[config.mk]
export PLATFORM = sky130hd
export DESIGN_NAME = serial_add_ctrl
export DESIGN_NICKNAME = d
export VERILOG_FILES = /design/src/rtl/serial_add_ctrl.sv
export SDC_FILE = /design/constraint.sdc
export NUM_CORES = 1
export LEC_CHECK = 0
export CAP_MARGIN = 30
export CORE_UTILIZATION = 54
export DETAILED_ROUTE_END_ITERATION = 8
export PLACE_DENSITY = 0.95
export SLEW_MARGIN = 0
export SYNTH_ARGS = -nofsm -noshare
export SYNTH_HDL_FRONTEND = slang
export SYNTH_SLANG_ARGS = --single-unit
[constraint.sdc]
create_clock -name clk -period 2.6 [get_ports clk]
set_input_delay 0.26 -clock clk [delete_from_list [all_inputs] [get_ports clk]]
set_output_delay 0.26 -clock clk [all_outputs]
set_load 0.05 [all_outputs]
[src/rtl/serial_add_ctrl.sv]
// Bit-serial adder/subtractor: one shared 1-bit full adder walks the operands
// LSB first over WIDTH cycles, then holds the result until acknowledged.
module serial_add_ctrl #(
  parameter int WIDTH = 8,
  parameter int CW    = $clog2(WIDTH) + 1
) (
  input  logic             clk,
  input  logic             rst_n,
  input  logic             start,
  input  logic             sub,
  input  logic [WIDTH-1:0] a,
  input  logic [WIDTH-1:0] b,
  input  logic             ack,
  output logic             busy,
  output logic             done,
  output logic [WIDTH-1:0] sum,
  output logic             cout,
  output logic             ovf
);

  typedef enum logic [1:0] {IDLE, RUN, DONE} state_t;

  state_t           state_q, state_d;
  logic [WIDTH-1:0] op_a, op_b, res_q, sum_q;
  logic [CW-1:0]    cnt_q;
  logic             carry_q, cout_q, ovf_q;
  logic             fa_h, fa_s, fa_c, last;

  // Full adder as two half-adder XOR stages plus carry merge
  assign fa_h = op_a[0] ^ op_b[0];
  assign fa_s = fa_h ^ carry_q;
  assign fa_c = (op_a[0] & op_b[0]) | (fa_h & carry_q);
  assign last = (cnt_q == CW'(WIDTH - 1));

  always_ff @(posedge clk) begin
    if (!rst_n) state_q <= IDLE;
    else        state_q <= state_d;
  end

  always_comb begin
    state_d = state_q;
    busy    = 1'b0;
    done    = 1'b0;
    case (state_q)
      IDLE: if (start) state_d = RUN;
      RUN: begin
        busy = 1'b1;
        if (last) state_d = DONE;
      end
      DONE: begin
        done = 1'b1;
        if (ack) state_d = IDLE;
      end
      default: state_d = IDLE;
    endcase
  end

  // Subtraction is a + ~b + 1: invert b at load and seed the carry with 1
  always_ff @(posedge clk) begin
    if (!rst_n) begin
      op_a    <= '0;
      op_b    <= '0;
      res_q   <= '0;
      sum_q   <= '0;
      cnt_q   <= '0;
      carry_q <= 1'b0;
      cout_q  <= 1'b0;
      ovf_q   <= 1'b0;
    end else begin
      case (state_q)
        IDLE: if (start) begin
          op_a    <= a;
          op_b    <= sub ? ~b : b;
          carry_q <= sub;
          res_q   <= '0;
          cnt_q   <= '0;
          sum_q   <= '0;
          cout_q  <= 1'b0;
          ovf_q   <= 1'b0;
        end
        RUN: begin
          carry_q <= fa_c;
          op_a    <= op_a >> 1;
          op_b    <= op_b >> 1;
          res_q   <= {fa_s, res_q[WIDTH-1:1]};
          if (last) begin
            // carry_q here is the carry into the MSB, fa_c the carry out of it
            sum_q  <= {fa_s, res_q[WIDTH-1:1]};
            cout_q <= fa_c;
            ovf_q  <= carry_q ^ fa_c;
          end else begin
            cnt_q <= cnt_q + 1'b1;
          end
        end
        default: ;
      endcase
    end
  end

  assign sum  = sum_q;
  assign cout = cout_q;
  assign ovf  = ovf_q;

endmodule

# After elaboration in Yosys (flattened, before gate mapping)
# Index checks and enable logic that the tools add are counted.
[totals]
romBits = 0
ff_bits = 41
elab_cells = 55
mem_bits_rw = 0
memories = 0
out_inout_bits = 12
in_bits = 21
latch_bits = 0
[classes]
reduce_logical = 6
addsub = 1
multipliers = 0
n_shift = 0
bitwise_logic = 7
order_cmp = 0
n_div = 0
n_mux = 25
eq_ne = 7
[op_table]
columns = ["operator", "count"]
rows = [
  ["$pmux W8 S2", 4],
  ["$mux W8", 5],
  ["$reduce_and A3 Y1", 3],
  ["$mux W4", 2],
  ["$ne A2 B2 Y1 const B", 4],
  ["$not A8 Y8", 1],
  ["$pmux W4 S2", 1],
  ["$mux W1", 6],
  ["$mux W2", 3],
  ["$pmux W1 S2", 3],
  ["$pmux W2 S3", 1],
  ["$add A4 B1 Y4 const B", 1],
  ["$eq A4 B3 Y1 const B", 1],
  ["$xor A1 B1 Y1", 3],
  ["$and A1 B1 Y1", 2],
  ["$eq A2 B1 Y1 const B", 1],
  ["$eq A2 B2 Y1 const B", 1],
  ["$logic_not A2 Y1", 1],
  ["$reduce_and A2 Y1", 1],
  ["$reduce_bool A2 Y1", 1],
  ["$or A1 B1 Y1", 1],
]

# Depth between registers and ports, before layout
# Gate-level depths: netlist of run 1.
[depth]
word_depth = 6
ltp_mapped = 6
depth_no_buf = 4

# Least setup slack after synthesis of run 1
# Ideal clock, no wire load.
[synth_timing]
kind = "register -> register"
start = "register cnt_q[0]"
end = "register cnt_q[3]"
required_time_ns = 2.526
stages_incl_launch_ff = 5
arrival_ns = 1.380
setup_slack_ns = 1.146
period_less_slack_ns = 1.454
setup_time_ns = 0.074
path_cell_list = "dfxtp_1 -> ha_1 -> and4b_4 -> or4_1 -> a31oi_1"
[synth_via]
elab_chain_len = 3
elab_cells_between_ends = 6
[synth_rtl]
columns = ["item", "line", "source"]
rows = [
  ["start, declared", "25", "logic [CW-1:0] cnt_q;"],
  ["start signal, assigned", "92", "cnt_q <= cnt_q + 1'b1;"],
  ["$add A4 B1 Y4 / $eq A4 B3 Y1 (equally long branches)", "92, 33", ""],
  ["$mux W4 / $ne A2 B2 Y1 (equally long branches)", "--", ""],
  ["$pmux W4 S2 / $reduce_and A3 Y1 (equally long branches)", "--", ""],
]
# Parallel ways exist; a longest one is shown, timed or not. The select of a mux whose other input is x is not followed.
# A chain may end at the register's enable or synchronous reset.

# Worst setup path in the final report of run 1
[layout_timing]
start = "register state_q[0]"
end = "output busy"
[layout_via]
elab_chain_len = 2
[layout_rtl]
columns = ["item", "line", "source"]
rows = [
  ["start, declared", "23", "state_t state_q, state_d;"],
  ["start signal, assigned", "37", "else state_q <= state_d;"],
  ["$eq A2 B1 Y1", "44", "case (state_q)"],
  ["$mux W1", "44", ""],
  ["end, declared", "14", "output logic busy,"],
]
# No other way between the ends.

==> results of run 1 <==
==> per-stage QoR <==
stage / total power [W] / hold WS, ps / std cells
after floorplan: 0.0007606 / 394.2 / 171
after global placement: 0.0008099 / 465.3 / 227
after detailed placement: 0.0008202 / 466.7 / 227
after CTS: 0.001250 / 441.7 / 235
after global routing: 0.001296 / 448.3 / 235
final: 0.001248 / 452.8 / 235
==> power groups by stage <==
stage	clock [W]	combinational [W]	sequential (W)
6_report	0.000438	0.000154	0.000656
3_5_place_dp	0	0.000151	0.000669
4_1_cts	0.000441	0.000153	0.000655
2_1_floorplan	0	0.0000980	0.000663
3_3_place_gp	0	0.000143	0.000667
5_1_grt	0.000469	0.000168	0.000659
==> synthesized netlist by cell type (all sizes together), types with 3 or more instances <==
cell,instances
nand3,4
a22o,8
a22oi,14
nand2,12
dfxtp,40
inv,3
o22ai,5
nor3,3
a21oi,19
buf,5
clkbuf,6
xnor2,7
o21ai,10
nor2,11
==> final timing paths <==
check / start / slack (ps) / end
setup / recovery: state_q[0] / 360 / busy
hold / removal: a[5] / 450 / op_a[5]
setup reg to reg: state_q[0] / 940 / op_b[2]
hold reg to reg: sum[2] / 490 / sum[2]
==> cell families after synthesis <==
logic type	Yosys count	synth area share (%)
fa+ha+maj	2	1.979
compound gates	66	27.85
simple gates	40	12.71
buf+inv	14	3.957
xor+xnor	9	4.795
flops	40	48.71
==> cell type report <==
| type | count | area share, % |
|---|---|---|
| Sequential cell | 40 | 38.69 |
| Multi-Input combinational cell | 117 | 37.61 |
| Timing Repair Buffer | 36 | 16.93 |
| Clock buffer | 6 | 2.479 |
| Clock inverter | 2 | 1.874 |
| Tap cell | 31 | 1.874 |
| Inverter | 3 | 0.5441 |
==> flip-flops by register name (all words and copies together) (netlist names), 2 cells and up <==
name	count
cnt_q	4
op_a	8
op_b	8
res_q	7
state_q	2
sum	8
==> routing by layer <==
layer  vias up  share of wire (%)  wire length (um)  track usage, %
met3        11                7.3               286           8.390
met4         0                2.4                95           13.24
met2        69                 50              1947           43.87
met1       690                 41              1588           30.60
li1        696                  -                 -               -
met5         -                  0                 0               0
==> critical path, delay by kind of cell (launching register included) <==
kind / cells / cell delay, ps
buffers and inverters: 3 / 1040
and+or+nand+nor: 1 / 80
DFF: 1 / 490
==> impl_metrics.ini, run 1 <==
[status]
status = complete, but fails checks
violations = design-rule violations

[global_route]
grt_pass1_vias = 1446
antenna_found_initial = 0
grt_usage_pct = 26.37
grt_max_degree = 28
grt_pass1_wl_mm = 6.575
grt_overflow = 0

[yosys]
avgSynthCellArea_sq_um = 9.614
syn_nets = 194
async_flop_share_pct = 0
ys_ff_latch = 40
synth_area_leader_cell = dfxtp_1
yosys-top-cells-area = dfxtp_1 49%, a22oi_1 6.4%, a21oi_1 5.8%
synth_flop_cell = dfxtp_1
yosysSeqAreaShare_pct = 48.71
yosys.area.top_type_share_pct = 48.71
ys_types = 37
syn-instance-count = 171
ys.warnings.count = 0
synth_edf_count = 0
synth_area_sq_um = 1644

[placed_design]
port_buffers = 32
pre_cts_ws_ps = 562.2
place_area_sq_um = 1979
gp_congestion = 0.7961
dpl.hpwl_mm = 2.718

[cells_and_area]
n_fill_cell = 229
n_antenna_cell = 0
regArea_sq_um = 800.8
drive_above_1_share_pct = 10.29
final_design_area_no_fill_sq_um = 2069
multiInputGateArea_sq_um = 778.2
fin_util_pct = 73.15
final_nets = 226
layout_common_cells = 40 x dfxtp_1, 32 x clkdlybuf4s50_1, 19 x a21oi_1, 14 x a22oi_1, 12 x nand2_1
final_common_cell = dfxtp_1
syn2layout_area_growth_pct = 25.87

[cts]
insertion_delay_ps = 360
cts_resized = 0
cts_setup_buffers = 0
ctsHtreeMaxLevel = 2
path_clk_slew_ps = 120
cts_hold_buf = 0
cts_buffer_depth = 2
cts_tree = built
cts_root_buf = clkbuf_4
numCtsBuffers = 5
numClockSinks = 40

[sta]
setup_violations = 0
setup_slack_ps = 362.8
maxSlewViolCount = 0
fmax_mhz = 447.0
fin_crit_ps = 2237
skew_ps = 15.81
fin_crit_sh_pct = 86.05
rsz0062_at_grt = no
hold_viol = 0
tightest_slew_ps = 651.1
relSlewSlack_pct = 56.50
setup-tns-final_ps = 0

[hold_path]
whs_path_depth = 3
hold_class = in2reg

[floorplan]
fp.dieW_um = 57.18
num_io_pins = 33
core-area_sq_um = 2829
rows = 19
initial_utilization_pct = 58.12
die-area_sq_um = 3269
fp.dieH_um = 57.18

[drt]
ant_nets = 0
firstDrtPassIters = 6
post-route-drc-count = 2
routed-via-count = 1466
wl_per_cell_um = 16.67
via_per_inst = 6.238
routed_wl_mm = 3.918
drt_iter0_drc = 84

[pwr]
pwr-share-clk_pct = 35.1
irDropWorstVdd_uv = 416.3
comb_power_share_pct = 12.4
leakagePower_nw = 0.7612
seqPwrFrac_pct = 52.5
switching_power_w = 0.0003083
power_density_nw_per_um2 = 603.2
p_sw_share_pct = 24.70
internal-power_w = 0.0009400

[setup_path]
path_class = reg2out
arrival_ps = 1980
cp_slowest_cell = clkdlybuf4s50_1
critPathCaptureType = output port
path_cells = nand2b_1 > buf_4 > inv_2 > clkdlybuf4s50_1
r2r_cells = 3
startpoint_type = flop
worstPathMaxFanout = 14
slowest_delay_ps = 790
worst_ep_required_time_ps = 2340

[job]
maxCapViolations = 0
(Power assumes the default switching activity.)
==> run 2: changes to the inputs <==
--- a/config.mk
+++ b/config.mk
@@ -6,9 +6,9 @@
 export NUM_CORES = 1
 export LEC_CHECK = 0
 export CAP_MARGIN = 30
-export CORE_UTILIZATION = 54
+export CORE_UTILIZATION = 50
 export DETAILED_ROUTE_END_ITERATION = 8
-export PLACE_DENSITY = 0.95
+export PLACE_DENSITY = 0.9
 export SLEW_MARGIN = 0
 export SYNTH_ARGS = -nofsm -noshare
 export SYNTH_HDL_FRONTEND = slang
==> constraint.sdc (replaced) <==
create_clock -name clk -period 2.55 [get_ports clk]
set_input_delay 0.255 -clock clk [delete_from_list [all_inputs] [get_ports clk]]
set_output_delay 0.255 -clock clk [all_outputs]
set_load 0.05 [all_outputs]
==> impl_metrics.ini, run 2 (same netlist as run 1, synthesis figures left out) <==
[sta]
hold_slack_ps = 431.4
relSlewSlack_pct = 59.24
maxSlewViolCount = 0
tightest_slew_ps = 611.4
setup-tns-final_ps = 0
fin_crit_sh_pct = 89.99
fmax_mhz = 435.8
skew_ps = 4.269
rsz0062_at_grt = no
setup_violations = 0
hold_viol = 0
fin_crit_ps = 2295

[drt]
ant_nets = 0
via_per_inst = 5.736
firstDrtPassIters = 4
drt_iter0_drc = 59
routed-via-count = 1411
wl_per_cell_um = 14.39
post-route-drc-count = 0
routed_wl_mm = 3.541

[pwr]
power_density_nw_per_um2 = 620.5
seqPwrFrac_pct = 52.0
internal-power_w = 0.0009807
switching_power_w = 0.0003057
leakagePower_nw = 0.7560
irDropWorstVdd_uv = 285.3
p_sw_share_pct = 23.76
pwr-share-clk_pct = 36.4
comb_power_share_pct = 11.6

[floorplan]
die-area_sq_um = 3521
rows = 20
fp.dieH_um = 59.34
fp.dieW_um = 59.34
initial_utilization_pct = 53.41
core-area_sq_um = 3078
num_io_pins = 33

[cts]
cts_root_buf = clkbuf_4
cts_hold_buf = 0
path_clk_slew_ps = 120
insertion_delay_ps = 360
numClockSinks = 40
ctsHtreeMaxLevel = 2
numCtsBuffers = 5
cts_buffer_depth = 2
cts_resized = 0
cts_tree = built
cts_setup_buffers = 0

[setup_path]
worst_ep_required_time_ps = 2300
path_class = reg2out
arrival_ps = 2040
cp_num_buf_inv = 2
startpoint_type = flop
path_cells = nand2b_1 > inv_2 > buf_4
cp_slowest_cell = inv_2
critPathCaptureType = output port
path_delay_family = buffers and inverters
worstPathMaxFanout = 27
slowest_delay_ps = 500

[global_route]
grt_max_degree = 28
antenna_found_initial = 0
grt_pass1_wl_mm = 5.823
grt_pass1_vias = 1305
grt_overflow = 0
grt_usage_pct = 22.73

[placed_design]
port_buffers = 32
dpl.hpwl_mm = 2.455
gp_congestion = 0.7806

[hold_path]
hold_class = in2reg

[cells_and_area]
syn2layout_area_growth_pct = 26.10
drive_above_1_share_pct = 9.901
layout_common_cells = 40 x dfxtp_1, 31 x clkdlybuf4s50_1, 19 x a21oi_1, 14 x a22oi_1, 12 x nand2_1
n_antenna_cell = 0
final_common_cell = dfxtp_1
final_nets = 224

[status]
status = completed

[job]
maxCapViolations = 0
-- run 2: area by class of cell --
type / count / area [sq um]
timing repair buffer: 34 / 332.8
fill: 257 / 1005
sequential: 40 / 800.8
clock buffer: 7 / 65.06
clock inverter: 1 / 30.03
inverter: 3 / 11.26
multi-input combinational: 117 / 778.2
tap: 44 / 55.05
-- run 2: stage by stage --
step	power [W]	cells	cell area [sq um]	util, %	setup WS (ps)
floorplan	0.0007755	171	1644	-	1096
global placement	0.0008229	238	1978	64.27	687.7
detailed placement	0.0008304	238	1978	64.27	617.0
CTS	0.001286	246	2073	67.36	293.3
global route	0.001338	246	2073	67.36	110.1
finish	0.001286	246	2073	67.36	255.2
-- run 2: path summary, 6_finish.rpt --
path	startpoint	end	slack (ps)	cells past startpoint
setup / recovery	state_q[0]	busy	260	3
hold / removal	a[2]	op_a[2]	430	3
setup reg to reg	state_q[1]	op_b[3]	710	4
hold reg to reg	res_q[1]	sum[0]	480	1
-- run 2: power groups by stage --
| stage | Clock, W | Combinational [W] | Sequential, W |
|---|---|---|---|
| after CTS | 0.000470 | 0.000149 | 0.000668 |
| after global routing | 0.000501 | 0.000165 | 0.000672 |
| after floorplan | 0 | 0.0000999 | 0.000676 |
| after detailed placement | 0 | 0.000148 | 0.000682 |
| after global placement | 0 | 0.000143 | 0.000680 |
| final | 0.000469 | 0.000149 | 0.000668 |
-- run 2: worst min-delay path: cells and delay by family --
kind	cells	cell delay, ps
AOI/OAI and AO/OA	1	50
and+or+nand+nor	1	60
buffers and inverters	1	400
-- run 2: layer usage --
layer	part of all wire [%]	track usage [%]	vias to the layer above
li1	-	-	691
met1	45	27.10	673
met2	48	38.20	41
met3	4.7	6.550	6
met4	1.8	9.184	0
met5	0	0	-
==> run 3: changes to the inputs <==
--- a/config.mk
+++ b/config.mk
@@ -7,6 +7,7 @@
 export LEC_CHECK = 0
 export CAP_MARGIN = 30
 export CORE_UTILIZATION = 50
+export CTS_CLUSTER_DIAMETER = 50
 export DETAILED_ROUTE_END_ITERATION = 8
 export PLACE_DENSITY = 0.9
 export SLEW_MARGIN = 0
==> results of run 3 <==
No change in the layout: final DEF, timing and power equal those of run 2.
